<file path="src/rtl/jedro_1_boot_loader.sv">
// jedro_1_boot_loader: byte-serial program loader that fills instruction RAM and then releases the core reset
module jedro_1_boot_loader #(
    parameter int                    ADDR_WIDTH = 32,
    parameter int                    DATA_WIDTH = 32,
    parameter logic [ADDR_WIDTH-1:0] BASE_ADDR  = '0,
    parameter int                    MAX_WORDS  = 1024
) (
    input  logic                               clk_i,
    input  logic                               rstn_i,
    input  logic                               s_valid_i,
    input  logic [7:0]                         s_data_i,
    input  logic                               s_last_i,
    output logic                               s_ready_o,
    output logic                               mem_we_o,
    output logic [ADDR_WIDTH-1:0]              mem_addr_o,
    output logic [DATA_WIDTH-1:0]              mem_wdata_o,
    output logic                               core_rstn_o,
    output logic                               done_o,
    output logic                               err_o,
    output logic [$clog2(MAX_WORDS+1)-1:0]     word_cnt_o
);
    localparam int            CW   = $clog2(MAX_WORDS + 1);
    localparam logic [CW-1:0] MAXW = CW'(MAX_WORDS);

    typedef enum logic [2:0] {S_IDLE, S_RECV, S_WRITE, S_DONE, S_ERROR} state_t;

    state_t                r_state;
    logic [1:0]            r_idx;
    logic [DATA_WIDTH-1:0] r_word;
    logic                  r_last;
    logic [CW-1:0]         r_cnt;
    logic                  r_ready;
    logic                  r_we;
    logic [ADDR_WIDTH-1:0] r_addr;
    logic [DATA_WIDTH-1:0] r_wdata;
    logic                  r_core_rstn;
    logic                  r_done;
    logic                  r_err;

    state_t                w_state_nxt;
    logic [1:0]            w_idx_nxt;
    logic [DATA_WIDTH-1:0] w_word_nxt;
    logic                  w_last_nxt;
    logic [CW-1:0]         w_cnt_nxt;
    logic                  w_ready_nxt;
    logic                  w_we_nxt;
    logic [ADDR_WIDTH-1:0] w_addr_nxt;
    logic [DATA_WIDTH-1:0] w_wdata_nxt;
    logic                  w_err_nxt;
    logic                  w_accept;
    logic [DATA_WIDTH-1:0] w_asm;

    assign w_accept = s_valid_i & r_ready;
    assign w_asm    = r_word | (DATA_WIDTH'(s_data_i) << {r_idx, 3'b000});

    // Next-state and next-output logic; outputs are precomputed from the next state so they can be registered
    always_comb begin
        w_state_nxt = r_state;
        w_idx_nxt   = r_idx;
        w_word_nxt  = r_word;
        w_last_nxt  = r_last;
        w_cnt_nxt   = r_cnt;
        w_we_nxt    = 1'b0;
        w_addr_nxt  = r_addr;
        w_wdata_nxt = r_wdata;
        w_err_nxt   = r_err;
        case (r_state)
            S_IDLE: w_state_nxt = S_RECV;
            S_RECV: begin
                if (w_accept) begin
                    if (r_idx == 2'd3 || s_last_i) begin
                        w_last_nxt = s_last_i;
                        if (r_cnt == MAXW) begin
                            w_state_nxt = S_ERROR;
                            w_err_nxt   = 1'b1;
                        end else begin
                            w_state_nxt = S_WRITE;
                            w_we_nxt    = 1'b1;
                            w_addr_nxt  = BASE_ADDR + (ADDR_WIDTH'(r_cnt) << 2);
                            w_wdata_nxt = w_asm;
                        end
                    end else begin
                        w_word_nxt = w_asm;
                        w_idx_nxt  = r_idx + 2'd1;
                    end
                end
            end
            S_WRITE: begin
                w_cnt_nxt   = r_cnt + CW'(1);
                w_idx_nxt   = 2'd0;
                w_word_nxt  = '0;
                w_state_nxt = r_last ? S_DONE : S_RECV;
            end
            S_ERROR: w_last_nxt = r_last | (w_accept & s_last_i);
            default: w_state_nxt = r_state;
        endcase
        w_ready_nxt = (w_state_nxt == S_RECV) | ((w_state_nxt == S_ERROR) & ~w_last_nxt);
    end

    // State and registered outputs; reset clears everything at once, dropping any in-flight write
    always_ff @(posedge clk_i or negedge rstn_i) begin
        if (!rstn_i) begin
            r_state     <= S_IDLE;
            r_idx       <= '0;
            r_word      <= '0;
            r_last      <= 1'b0;
            r_cnt       <= '0;
            r_ready     <= 1'b0;
            r_we        <= 1'b0;
            r_addr      <= '0;
            r_wdata     <= '0;
            r_core_rstn <= 1'b0;
            r_done      <= 1'b0;
            r_err       <= 1'b0;
        end else begin
            r_state     <= w_state_nxt;
            r_idx       <= w_idx_nxt;
            r_word      <= w_word_nxt;
            r_last      <= w_last_nxt;
            r_cnt       <= w_cnt_nxt;
            r_ready     <= w_ready_nxt;
            r_we        <= w_we_nxt;
            r_addr      <= w_addr_nxt;
            r_wdata     <= w_wdata_nxt;
            r_core_rstn <= (w_state_nxt == S_DONE);
            r_done      <= (w_state_nxt == S_DONE);
            r_err       <= w_err_nxt;
        end
    end

    assign s_ready_o   = r_ready;
    assign mem_we_o    = r_we;
    assign mem_addr_o  = r_addr;
    assign mem_wdata_o = r_wdata;
    assign core_rstn_o = r_core_rstn;
    assign done_o      = r_done;
    assign err_o       = r_err;
    assign word_cnt_o  = r_cnt;
endmodule

</file>
<file path="config.mk">
export PLATFORM = sky130hd
export DESIGN_NAME = jedro_1_boot_loader
export DESIGN_NICKNAME = d
export VERILOG_FILES = /design/src/rtl/jedro_1_boot_loader.sv
export SDC_FILE = /design/constraint.sdc
export NUM_CORES = 1
export LEC_CHECK = 0
export CAP_MARGIN = 40
export CORE_ASPECT_RATIO = 2
export CORE_MARGIN = 5
export CORE_UTILIZATION = 35
export CTS_CLUSTER_SIZE = 12
export DETAILED_ROUTE_END_ITERATION = 12
export MAX_ROUTING_LAYER = met4
export PLACE_DENSITY = 0.63
export SLEW_MARGIN = 30
export SYNTH_ARGS = -nofsm -noshare
export SYNTH_HDL_FRONTEND = slang
export SYNTH_SLANG_ARGS = --single-unit
</file>
<file path="constraint.sdc">
create_clock -name clk_i -period 5.9 [get_ports clk_i]
set_clock_uncertainty 0.05 [all_clocks]
set_input_delay 1.475 -clock clk_i [delete_from_list [all_inputs] [get_ports clk_i]]
set_output_delay 1.475 -clock clk_i [all_outputs]
set_load 0.01 [all_outputs]
</file>
Word-level counts from Yosys, hierarchy flattened

Index checks and enable logic that the tools add are counted.

Input port bits: 12
Bits in latches: 0
ROM bits: 0
Logic and storage cells: 56
Flip-flop bits (word level): 96
RAM bits: 0
Output and inout bits: 80
Memories: 0

Bitwise logic cells: 8
Div/mod/pow operators: 0
Multipliers: 0
Eq/ne operators: 10
Magnitude comparators: 0
Shift-type cells: 1
Reductions and logical operators: 6
Muxes and demuxes: 18
Add/sub/neg operators: 2

Operator list:

| operator                                                               | number |
|---|---|
| 32-bit 2-to-1 mux                                                      | 2 |
| 32-bit case mux with 2 select lines                                    | 1 |
| 32-bit bitwise OR                                                      | 1 |
| 8-bit by 5-bit << shifter with 32-bit output                           | 1 |
| 11-bit by 1-bit adder with 11-bit output (second input constant)       | 1 |
| 11-bit equality test (second input constant)                           | 1 |
| 3-bit 2-to-1 mux                                                       | 3 |
| 3-bit case mux with 3 select lines                                     | 1 |
| 4-bit AND reduction                                                    | 2 |
| 3-bit by 1-bit equality test with 1-bit output (second input constant) | 2 |
| 3-bit by 2-bit equality test with 1-bit output (second input constant) | 2 |
| 3-bit equality test (second input constant)                            | 2 |
| 1-bit 2-to-1 mux                                                       | 6 |
| 2-bit 2-to-1 mux                                                       | 3 |
| 2-bit inequality test (second input constant)                          | 2 |
| 2-bit case mux with 2 select lines                                     | 1 |
| 1-bit bitwise AND                                                      | 3 |
| 3-bit logical NOT                                                      | 1 |
| 3-bit AND reduction                                                    | 1 |
| 2-bit by 1-bit adder with 2-bit output (second input constant)         | 1 |
| 2-bit equality test (second input constant)                            | 1 |
| 1-bit NOT                                                              | 2 |
| 1-bit bitwise OR                                                       | 2 |
| 1-bit case mux with 2 select lines                                     | 1 |
| other kinds (2)                                                        | 2 |

Longest topological paths before layout

Gate-level depths: netlist of run 1.

Depth in word-level cells: 8
Gate-level depth with buffers: 8
Depth with buffers taken out: 7

Worst setup path after synthesis of run 1

Ideal clock, no wire load.

Path kind: input to register
From: in s_valid_i
To: reg r_addr[3] (netlist: mem_addr_o[3])
Setup slack: 3.317 ns
Stages on the path: 5
Buffers on the path: 1
Required time: 5.723 ns
Data arrival time: 2.406 ns
Library setup time: 0.127 ns
Cells stage by stage: nand4b_4 -> nor3_2 -> nand2_1 -> buf_4 -> mux2_1

Cells in the longest elaborated chain, start to end: 2

Ends and longest elaborated chain:

| what                                 | RTL line | text |
|---|---|---|
| start: declaration                   | 10       | `input logic s_valid_i,` |
| 1-bit bitwise AND                    | 53       | `assign w_accept = s_valid_i & r_ready;` |
| 4-bit AND reduction (no source line) | -        |  |
| end signal: assignment               | 123      | `r_addr <= w_addr_nxt;` |
| end: declaration                     | 34       | `logic [ADDR_WIDTH-1:0] r_addr;` |

No other way between the ends.
A chain may end at the register's enable or synchronous reset.

Worst setup path after layout of run 1

From: in s_valid_i
To: reg r_wdata[19] (netlist: mem_wdata_o[19])

Cells in the longest elaborated chain, start to end: 2

Ends and longest elaborated chain:

| what                                 | RTL line | text |
|---|---|---|
| 1-bit bitwise AND                    | 53       |  |
| 4-bit AND reduction (no source line) | -        |  |
| end signal: assignment               | 124      | `r_wdata <= w_wdata_nxt;` |
| end: declaration                     | 35       | `logic [DATA_WIDTH-1:0] r_wdata;` |

No other way between the ends.

==> impl_metrics.json, run 1 <==
{
  "antenna_found_initial": 0,
  "start_kind": "input port",
  "drive_gt1_share_pct": 7.90,
  "gp_congestion": 0.775,
  "cap_violations": 0,
  "path_cells": "clkdlybuf4s50_1, nand4b_4, nor3_4, buf_4, nand2_1, buf_4, inv_2, a21oi_1",
  "yosys_most_used_dff": "dfrtp_1",
  "hold_class": "flip-flop to flip-flop",
  "grt_start_max_net_pins": 58,
  "placeableCoreArea_um2": 11700,
  "drv_slew": 0,
  "cts_tree": "yes",
  "p_leak_uw": 0.00241,
  "fp-row-count": 56,
  "vias": 3009,
  "finalCriticalPeriod_ns": 3.56,
  "critPathKind": "input port to flip-flop",
  "synth.largest_area_cell": "dfrtp_1",
  "fin_setup_tns_ns": 0,
  "synth.top_cell.area_share_pct": 57.8,
  "multi_input_area_um2": 1520,
  "diodes": 0,
  "grt_pass1_wl_um": 16700,
  "clk_latency_ns": 0.34,
  "tightest_slew_ns": 0.760,
  "cp_data_arrival_time_ns": 3.70,
  "die_area_um2": 14300,
  "die_y_um": 164,
  "finalWirelength_um": 10200,
  "synth_seq_cells": 96,
  "cp_common_cell": "buf_4",
  "synthCells": 383,
  "yosysUniqueCellTypes": 38,
  "syn_avg_cell_area_um2": 10.9,
  "rsz0062_at_grt": "no",
  "final_area_um2": 5180,
  "grt_usage_pct": 15.7,
  "drcViolationCount": 0,
  "most-common-layout-cells": "a21oi_1, dfrtp_1, clkdlybuf4s50_1",
  "drtIter0Drc": 191,
  "cts_inserted_buffers": 9,
  "seq_area_um2": 2400,
  "outcome": "finished, final reports clean",
  "ant_nets": 0,
  "grt_pass1_vias": 3169,
  "cpPeakStageDelay_ns": 0.57,
  "synth_seq_area_share_pct": 57.8,
  "crit_path_end_kind": "flip-flop",
  "clockRootBuffer": "clkbuf_16",
  "r2r_setup_slack_ns": 3.22,
  "slew_headroom_pct": 48.6,
  "ir_drop_uv": 189,
  "cp.required_ns": 6.04,
  "place_ws_ns": 2.00,
  "wire_per_inst_um": 17.4,
  "drt_pre_antenna_iters": 4,
  "syn2layout_area_growth_pct": 24.7,
  "clk_pin_slew_ns": 0.06,
  "placed_area_um2": 4870,
  "start_util_pct": 35.5,
  "crit_path_top_delay_cell": "clkdlybuf4s50_1",
  "clkSinkCount": 96,
  "layout_setup_ws_ns": 2.34,
  "grt_overflow_total": 0,
  "setup_viol_count_final": 0,
  "drt-vias-per-instance": 5.12,
  "p_per_area_nw_per_um2": 252,
  "synth_warnings": 0,
  "synth_edf_count": 0,
  "hold_buffers": 0,
  "hpwlAfterDp_um": 7040,
  "h-tree-depth": 3,
  "worstPathMaxFanout": 39,
  "synthArstFlopShare_pct": 100,
  "clock.fmax_ghz": 0.281,
  "hold_viol": 0,
  "cts_setup_buffers": 0,
  "n_fill_cell": 1120,
  "nets": 455,
  "io_pins": 92,
  "yosys-top-cells-area": "dfrtp_1, a21oi_1, a22o_1",
  "fin_crit_sh_pct": 60.4,
  "synth_area_um2": 4160,
  "cts_buffer_depth": 2,
  "die_w_um": 87.1,
  "cts_resized": 0,
  "layout_commonest_cell": "a21oi_1",
  "portBuffers": 70
}
-- metrics by stage --
stage	util, %	hold WS, ns	instances	total power [µW]
finish	44.3	0.411	588	1310
global route	44.3	0.442	588	1350
CTS	44.3	0.417	588	1320
detailed placement	41.7	0.404	574	710
global placement	41.6	0.395	574	709
floorplan	-	0.401	403	695
-- routing by layer --
| layer | part of all wire, % | vias up | global-route usage, % |
|---|---|---|---|
| met5 | 0 | - | - |
| met4 | 2.4 | 0 | 6.10 |
| met3 | 4.6 | 15 | 3.87 |
| met2 | 54 | 77 | 26.5 |
| met1 | 38 | 1485 | 17.5 |
| li1 | - | 1432 | - |
-- logic make-up after synthesis --
group | count (synthesis) | synth area share (%)
other | 1 | 0.0902
AO/OA/AOI/OAI | 147 | 20.6
AND/OR/NAND/NOR | 61 | 8.88
XOR/XNOR | 10 | 2.11
buffers and inverters | 58 | 7.71
multiplexers | 7 | 1.90
adder cells (fa/ha/maj) | 3 | 0.903
flip-flops | 96 | 57.8
-- final timing paths --
kind | depth (start not counted) | to | from
max reg2reg | 8 | mem_wdata_o[19] | r_idx[1]
max | 8 | mem_wdata_o[19] | s_valid_i
min | 1 | err_o | err_o
min reg2reg | 1 | err_o | err_o
max in group asynchronous | 2 | r_word[7] | rstn_i
min in group asynchronous | 1 | s_ready_o | rstn_i
-- cell type report --
class | instances | area share, %
flip-flops and latches | 96 | 46.3
multi-input cells | 249 | 29.3
repair buffers | 75 | 14.2
clock buffers | 11 | 4.68
well taps | 145 | 3.50
clock inverters | 3 | 1.30
inverters | 9 | 0.652
-- synth_stat cells (all sizes together) (4+ instances only) --
library cell,instances
xnor2,6
clkbuf,8
mux2,7
o21ai,10
a31oi,5
inv,9
buf,41
nand2,24
nor3,5
nor2,13
a21oi,100
nand4,4
dfrtp,96
a22o,27
xor2,4
-- sequential cells by signal, summed over array words and instances, names as in the netlist --
register	flops
mem_addr_o	11
r_idx	2
done_o	1
mem_we_o	1
r_state	3
err_o	1
word_cnt_o	11
mem_wdata_o	32
r_word	32
s_ready_o	1
r_last	1
-- power breakdown --
group	switching, µW	internal (µW)	total (µW)
clock network	234	378	612
logic	30.6	8.17	38.8
registers	0	658	658
-- worst max-delay path: cells and delay by family --
family | cells | cell delay, ns
compound gates | 1 | 0.13
simple gates | 3 | 0.46
buf+inv | 4 | 1.61
Note: power is estimated with default switching activity, not from simulation.
==> run 2: changes to the inputs <==
==> constraint.sdc (replaced) <==
create_clock -name clk_i -period 3.44 [get_ports clk_i]
set_clock_uncertainty 0.05 [all_clocks]
set_input_delay 0.86 -clock clk_i [delete_from_list [all_inputs] [get_ports clk_i]]
set_output_delay 0.86 -clock clk_i [all_outputs]
set_load 0.01 [all_outputs]
==> run 2 against run 1 <==
Against the previous run:
- first-iteration DRC count grew 18%
- design area rose by 0.89%
- global-route usage increased by 0.24 points
- non-clock buffer count rose by 1
- die area unchanged
- clock-buffer cell count shrank 1
- sequential share of layout area is 0.41 points lower
- register-to-register slack got worse by 1.9 ns
- critical path type unchanged
- critical endpoint is now r_word[26]
- largest power group is now clock
==> impl_metrics.json, run 2 (synthesis results as in run 1) <==
{
  "hold_viol": 0,
  "layout_commonest_cell": "a21oi_1",
  "fp-row-count": 56,
  "tightest_slew_ns": 0.679,
  "cp.required_ns": 3.64,
  "clkSinkCount": 96,
  "ant_nets": 0,
  "drt-vias-per-instance": 5.19,
  "cts_resized": 0,
  "antenna_found_initial": 0,
  "fin_crit_sh_pct": 71.0,
  "syn2layout_area_growth_pct": 25.9,
  "portBuffers": 70,
  "hold_buffers": 0,
  "most-common-layout-cells": "a21oi_1, dfrtp_1, clkdlybuf4s50_1",
  "grt_start_max_net_pins": 52,
  "cp_data_arrival_time_ns": 2.65,
  "finalWirelength_um": 10500,
  "slew_headroom_pct": 54.7,
  "hold_class": "flip-flop to flip-flop",
  "grt_overflow_total": 0,
  "io_pins": 92,
  "drt_pre_antenna_iters": 4,
  "grt_pass1_wl_um": 17000,
  "clockRootBuffer": "clkbuf_16",
  "die_area_um2": 14300,
  "setup_viol_count_final": 0,
  "critPathKind": "input port to flip-flop",
  "multi_input_area_um2": 1520,
  "rsz0062_at_grt": "no",
  "die_w_um": 87.1,
  "drv_slew": 0,
  "ir_drop_uv": 267,
  "clock.fmax_ghz": 0.409,
  "grt_pass1_vias": 3140,
  "cap_violations": 0,
  "gp_congestion": 0.805,
  "drcViolationCount": 0,
  "nets": 456,
  "cts_buffer_depth": 2,
  "vias": 3060,
  "p_leak_uw": 0.00244,
  "cts_setup_buffers": 0,
  "diodes": 0,
  "seq_area_um2": 2400,
  "wire_per_inst_um": 17.8,
  "placeableCoreArea_um2": 11700,
  "clk_pin_slew_ns": 0.06,
  "start_util_pct": 35.5,
  "outcome": "finished, final reports clean",
  "crit_path_end_kind": "flip-flop",
  "finalCriticalPeriod_ns": 2.44,
  "hpwlAfterDp_um": 7220,
  "fin_setup_tns_ns": 0,
  "h-tree-depth": 3,
  "drive_gt1_share_pct": 8.31,
  "n_fill_cell": 1127,
  "drtIter0Drc": 225,
  "cts_inserted_buffers": 9,
  "worstPathMaxFanout": 6,
  "start_kind": "input port",
  "cts_tree": "yes",
  "die_y_um": 164,
  "grt_usage_pct": 15.9,
  "fin_cells": 590,
  "p_per_area_nw_per_um2": 446,
  "clk_latency_ns": 0.34,
  "dp.cells": 575
}
-- run 2: changes by cell type in the layout (fill, tap and decap cells not counted), sizes merged --
| cell | previous run | this run |
|---|---|---|
| buf | 6 | 7 |
| bufinv | 2 | 3 |
| inv | 9 | 10 |
| clkbuf | 11 | 10 |
| clkinv | 0 | 1 |
| clkinvlp | 1 | 0 |
-- run 2: per-stage QoR --
stage	utilization (%)	hold WS, ns	setup slack [ns]	cell area [µm²]	total power [µW]
2_1_floorplan	-	0.401	1.47	4230	1190
3_3_place_gp	41.8	0.391	0.682	4890	1220
3_5_place_dp	41.8	0.411	0.626	4890	1220
4_1_cts	44.7	0.425	0.979	5230	2360
5_1_grt	44.7	0.442	0.848	5230	2420
6_report	44.7	0.417	0.996	5230	2330
-- run 2: final timing paths --
kind	from	to	slack, ns	depth (start not counted)
max in group asynchronous	rstn_i	mem_wdata_o[25]	2.15	2
max	s_valid_i	r_word[26]	1.0	5
min	err_o	err_o	0.42	1
max reg2reg	r_idx[1]	mem_wdata_o[31]	1.33	6
min reg2reg	err_o	err_o	0.42	1
min in group asynchronous	rstn_i	mem_wdata_o[17]	0.50	1
-- run 2: routing by layer --
| metal | wire, µm | vias up | track usage [%] |
|---|---|---|---|
| met5 | 0 | - | - |
| met4 | 178 | 0 | 5.60 |
| met3 | 501 | 15 | 3.11 |
| met2 | 5770 | 89 | 27.9 |
| met1 | 4030 | 1524 | 17.7 |
| li1 | - | 1432 | - |
-- run 2: worst max-delay path, cell delays in order --
cell and delay [ns]:
clkdlybuf4s50_1 0.59, nand4b_4 0.17, nor4_1 0.52, nand2_1 0.26
o21ai_0 0.24
-- run 2: final cells by class --
type | count | area share [%]
multi-input cells | 249 | 29.0
well taps | 145 | 3.47
flip-flops and latches | 96 | 45.9
clock buffers | 10 | 4.57
inverters | 9 | 0.646
clock inverters | 5 | 1.99
repair buffers | 76 | 14.4
-- run 2: report_power, final --
group | leakage (µW) | switching (µW) | internal [µW]
Clock | 0.000169 | 409 | 727
Sequential | 0.00129 | 0 | 1130
Combinational | 0.000978 | 53.6 | 15.6
Total | 0.00244 | 462 | 1870
==> run 3: changes to the inputs <==
==> constraint.sdc (replaced) <==
create_clock -name clk_i -period 2.4 [get_ports clk_i]
set_clock_uncertainty 0.05 [all_clocks]
set_input_delay 0.6 -clock clk_i [delete_from_list [all_inputs] [get_ports clk_i]]
set_output_delay 0.6 -clock clk_i [all_outputs]
set_load 0.01 [all_outputs]
==> run 3 against run 2 <==
Against the previous run:
- worst hold slack got worse by 0.32 ns
- highest routed layer unchanged
- non-clock buffer count rose by 16
- global-route usage rose by 0.64 points
==> impl_metrics.json, run 3 (synthesis results as in run 1) <==
{
  "start_kind": "flip-flop",
  "nets": 472,
  "fin_crit_sh_pct": 88.0,
  "p_leak_uw": 0.00250,
  "worstPathMaxFanout": 8,
  "hold_viol": 0,
  "hold_buffers": 0,
  "h-tree-depth": 3,
  "clockRootBuffer": "clkbuf_16",
  "fin_cells": 606,
  "clk_pin_slew_ns": 0.06,
  "ant_nets": 0,
  "io_pins": 92,
  "grt_start_max_net_pins": 40,
  "finalCriticalPeriod_ns": 2.11,
  "cts_tree": "yes",
  "fp-row-count": 56,
  "tightest_slew_ns": 0.539,
  "antenna_found_initial": 0,
  "drt-vias-per-instance": 5.24,
  "cpPeakStageDelay_ns": 0.60,
  "hold_class": "input port to async pin",
  "crit_path_top_delay_cell": "clkdlybuf4s50_1",
  "slew_headroom_pct": 64.1,
  "die_area_um2": 14300,
  "cts_resized": 0,
  "drv_slew": 0,
  "drcViolationCount": 0,
  "clk_latency_ns": 0.34,
  "grt_overflow_total": 0,
  "rsz0062_at_grt": "no",
  "critPathKind": "flip-flop to output port",
  "most-common-layout-cells": "a21oi_1, dfrtp_1, clkdlybuf4s50_1",
  "hpwlAfterDp_um": 7630,
  "grt_pass1_wl_um": 17800,
  "cp.required_ns": 1.75,
  "cp_data_arrival_time_ns": 1.46,
  "vias": 3173,
  "total_power_uw": 3170,
  "drive_gt1_share_pct": 11.1,
  "cap_violations": 0,
  "grt_usage_pct": 16.6,
  "path_cells": "clkdlybuf4s50_1",
  "finalWirelength_um": 10800,
  "cpLargestDelayFamily": "buffers and inverters",
  "drt_pre_antenna_iters": 4,
  "ir_drop_uv": 347,
  "die_y_um": 164,
  "die_w_um": 87.1,
  "portBuffers": 70,
  "p_per_area_nw_per_um2": 594,
  "crit_path_end_kind": "output port",
  "critical_path_buf_inv_count": 1,
  "clkSinkCount": 96,
  "start_util_pct": 35.5,
  "wire_per_inst_um": 17.8,
  "cts_buffer_depth": 2,
  "cts_setup_buffers": 0,
  "diodes": 0,
  "grt_pass1_vias": 3410,
  "gp_congestion": 0.844,
  "fin_setup_tns_ns": 0,
  "placeableCoreArea_um2": 11700,
  "outcome": "finished, final reports clean",
  "setup_viol_count_final": 0,
  "cts_inserted_buffers": 9,
  "drtIter0Drc": 213,
  "dp.cells": 591,
  "clock.fmax_ghz": 0.473,
  "syn2layout_area_growth_pct": 28.3,
  "layout_commonest_cell": "a21oi_1"
}
run 3: changes by cell type in the layout (fill, tap and decap cells not counted), moves of 2 or more:
cell,delta
bufinv_16,-2
buf_4,+14
clkbuf_1,+2
buf_12,+2
run 3: layout make-up:
type	instances	area, µm²
flip-flops and latches	96	2400
clock inverters	2	38.8
well taps	145	181
multi-input cells	249	1520
fillers	1115	6370
inverters	9	33.8
clock buffers	13	260
repair buffers	92	901
run 3: final timing paths:
check / from / endpoint / slack (ns) / depth (start not counted)
max in group asynchronous: rstn_i / word_cnt_o[3] / 1.65 / 2
setup / recovery: word_cnt_o[4] / word_cnt_o[4] / 0.29 / 1
setup reg to reg: r_state[0] / word_cnt_o[7] / 0.41 / 4
hold reg to reg: err_o / err_o / 0.41 / 1
hold / removal: rstn_i / r_word[13] / 0.1 / 1
min in group clk_i: err_o / err_o / 0.41 / 1
run 3: layer usage:
layer / global-route usage, % / vias up / wire length [µm]
li1: - / 1466 / -
met1: 18.0 / 1588 / 4010
met2: 28.7 / 98 / 5890
met3: 3.36 / 21 / 551
met4: 7.09 / 0 / 320
met5: - / - / 0
run 3: through the flow:
step,instance area [µm²],hold slack (ns),utilization (%),setup slack [ns]
final,5330,0.0978,45.6,0.287
after CTS,5330,0.103,45.6,0.289
after floorplan,4230,0.254,-,0.446
after global placement,5030,0.392,43.0,0.00119
after detailed placement,5030,0.404,43.0,-0.0439
after global routing,5330,0.117,45.6,0.223
run 3: report_power, final:
| part | switching (µW) | internal [µW] |
|---|---|---|
| combinational | 78.2 | 25.5 |
| clock | 586 | 862 |
| sequential | 0 | 1620 |
| total | 664 | 2510 |
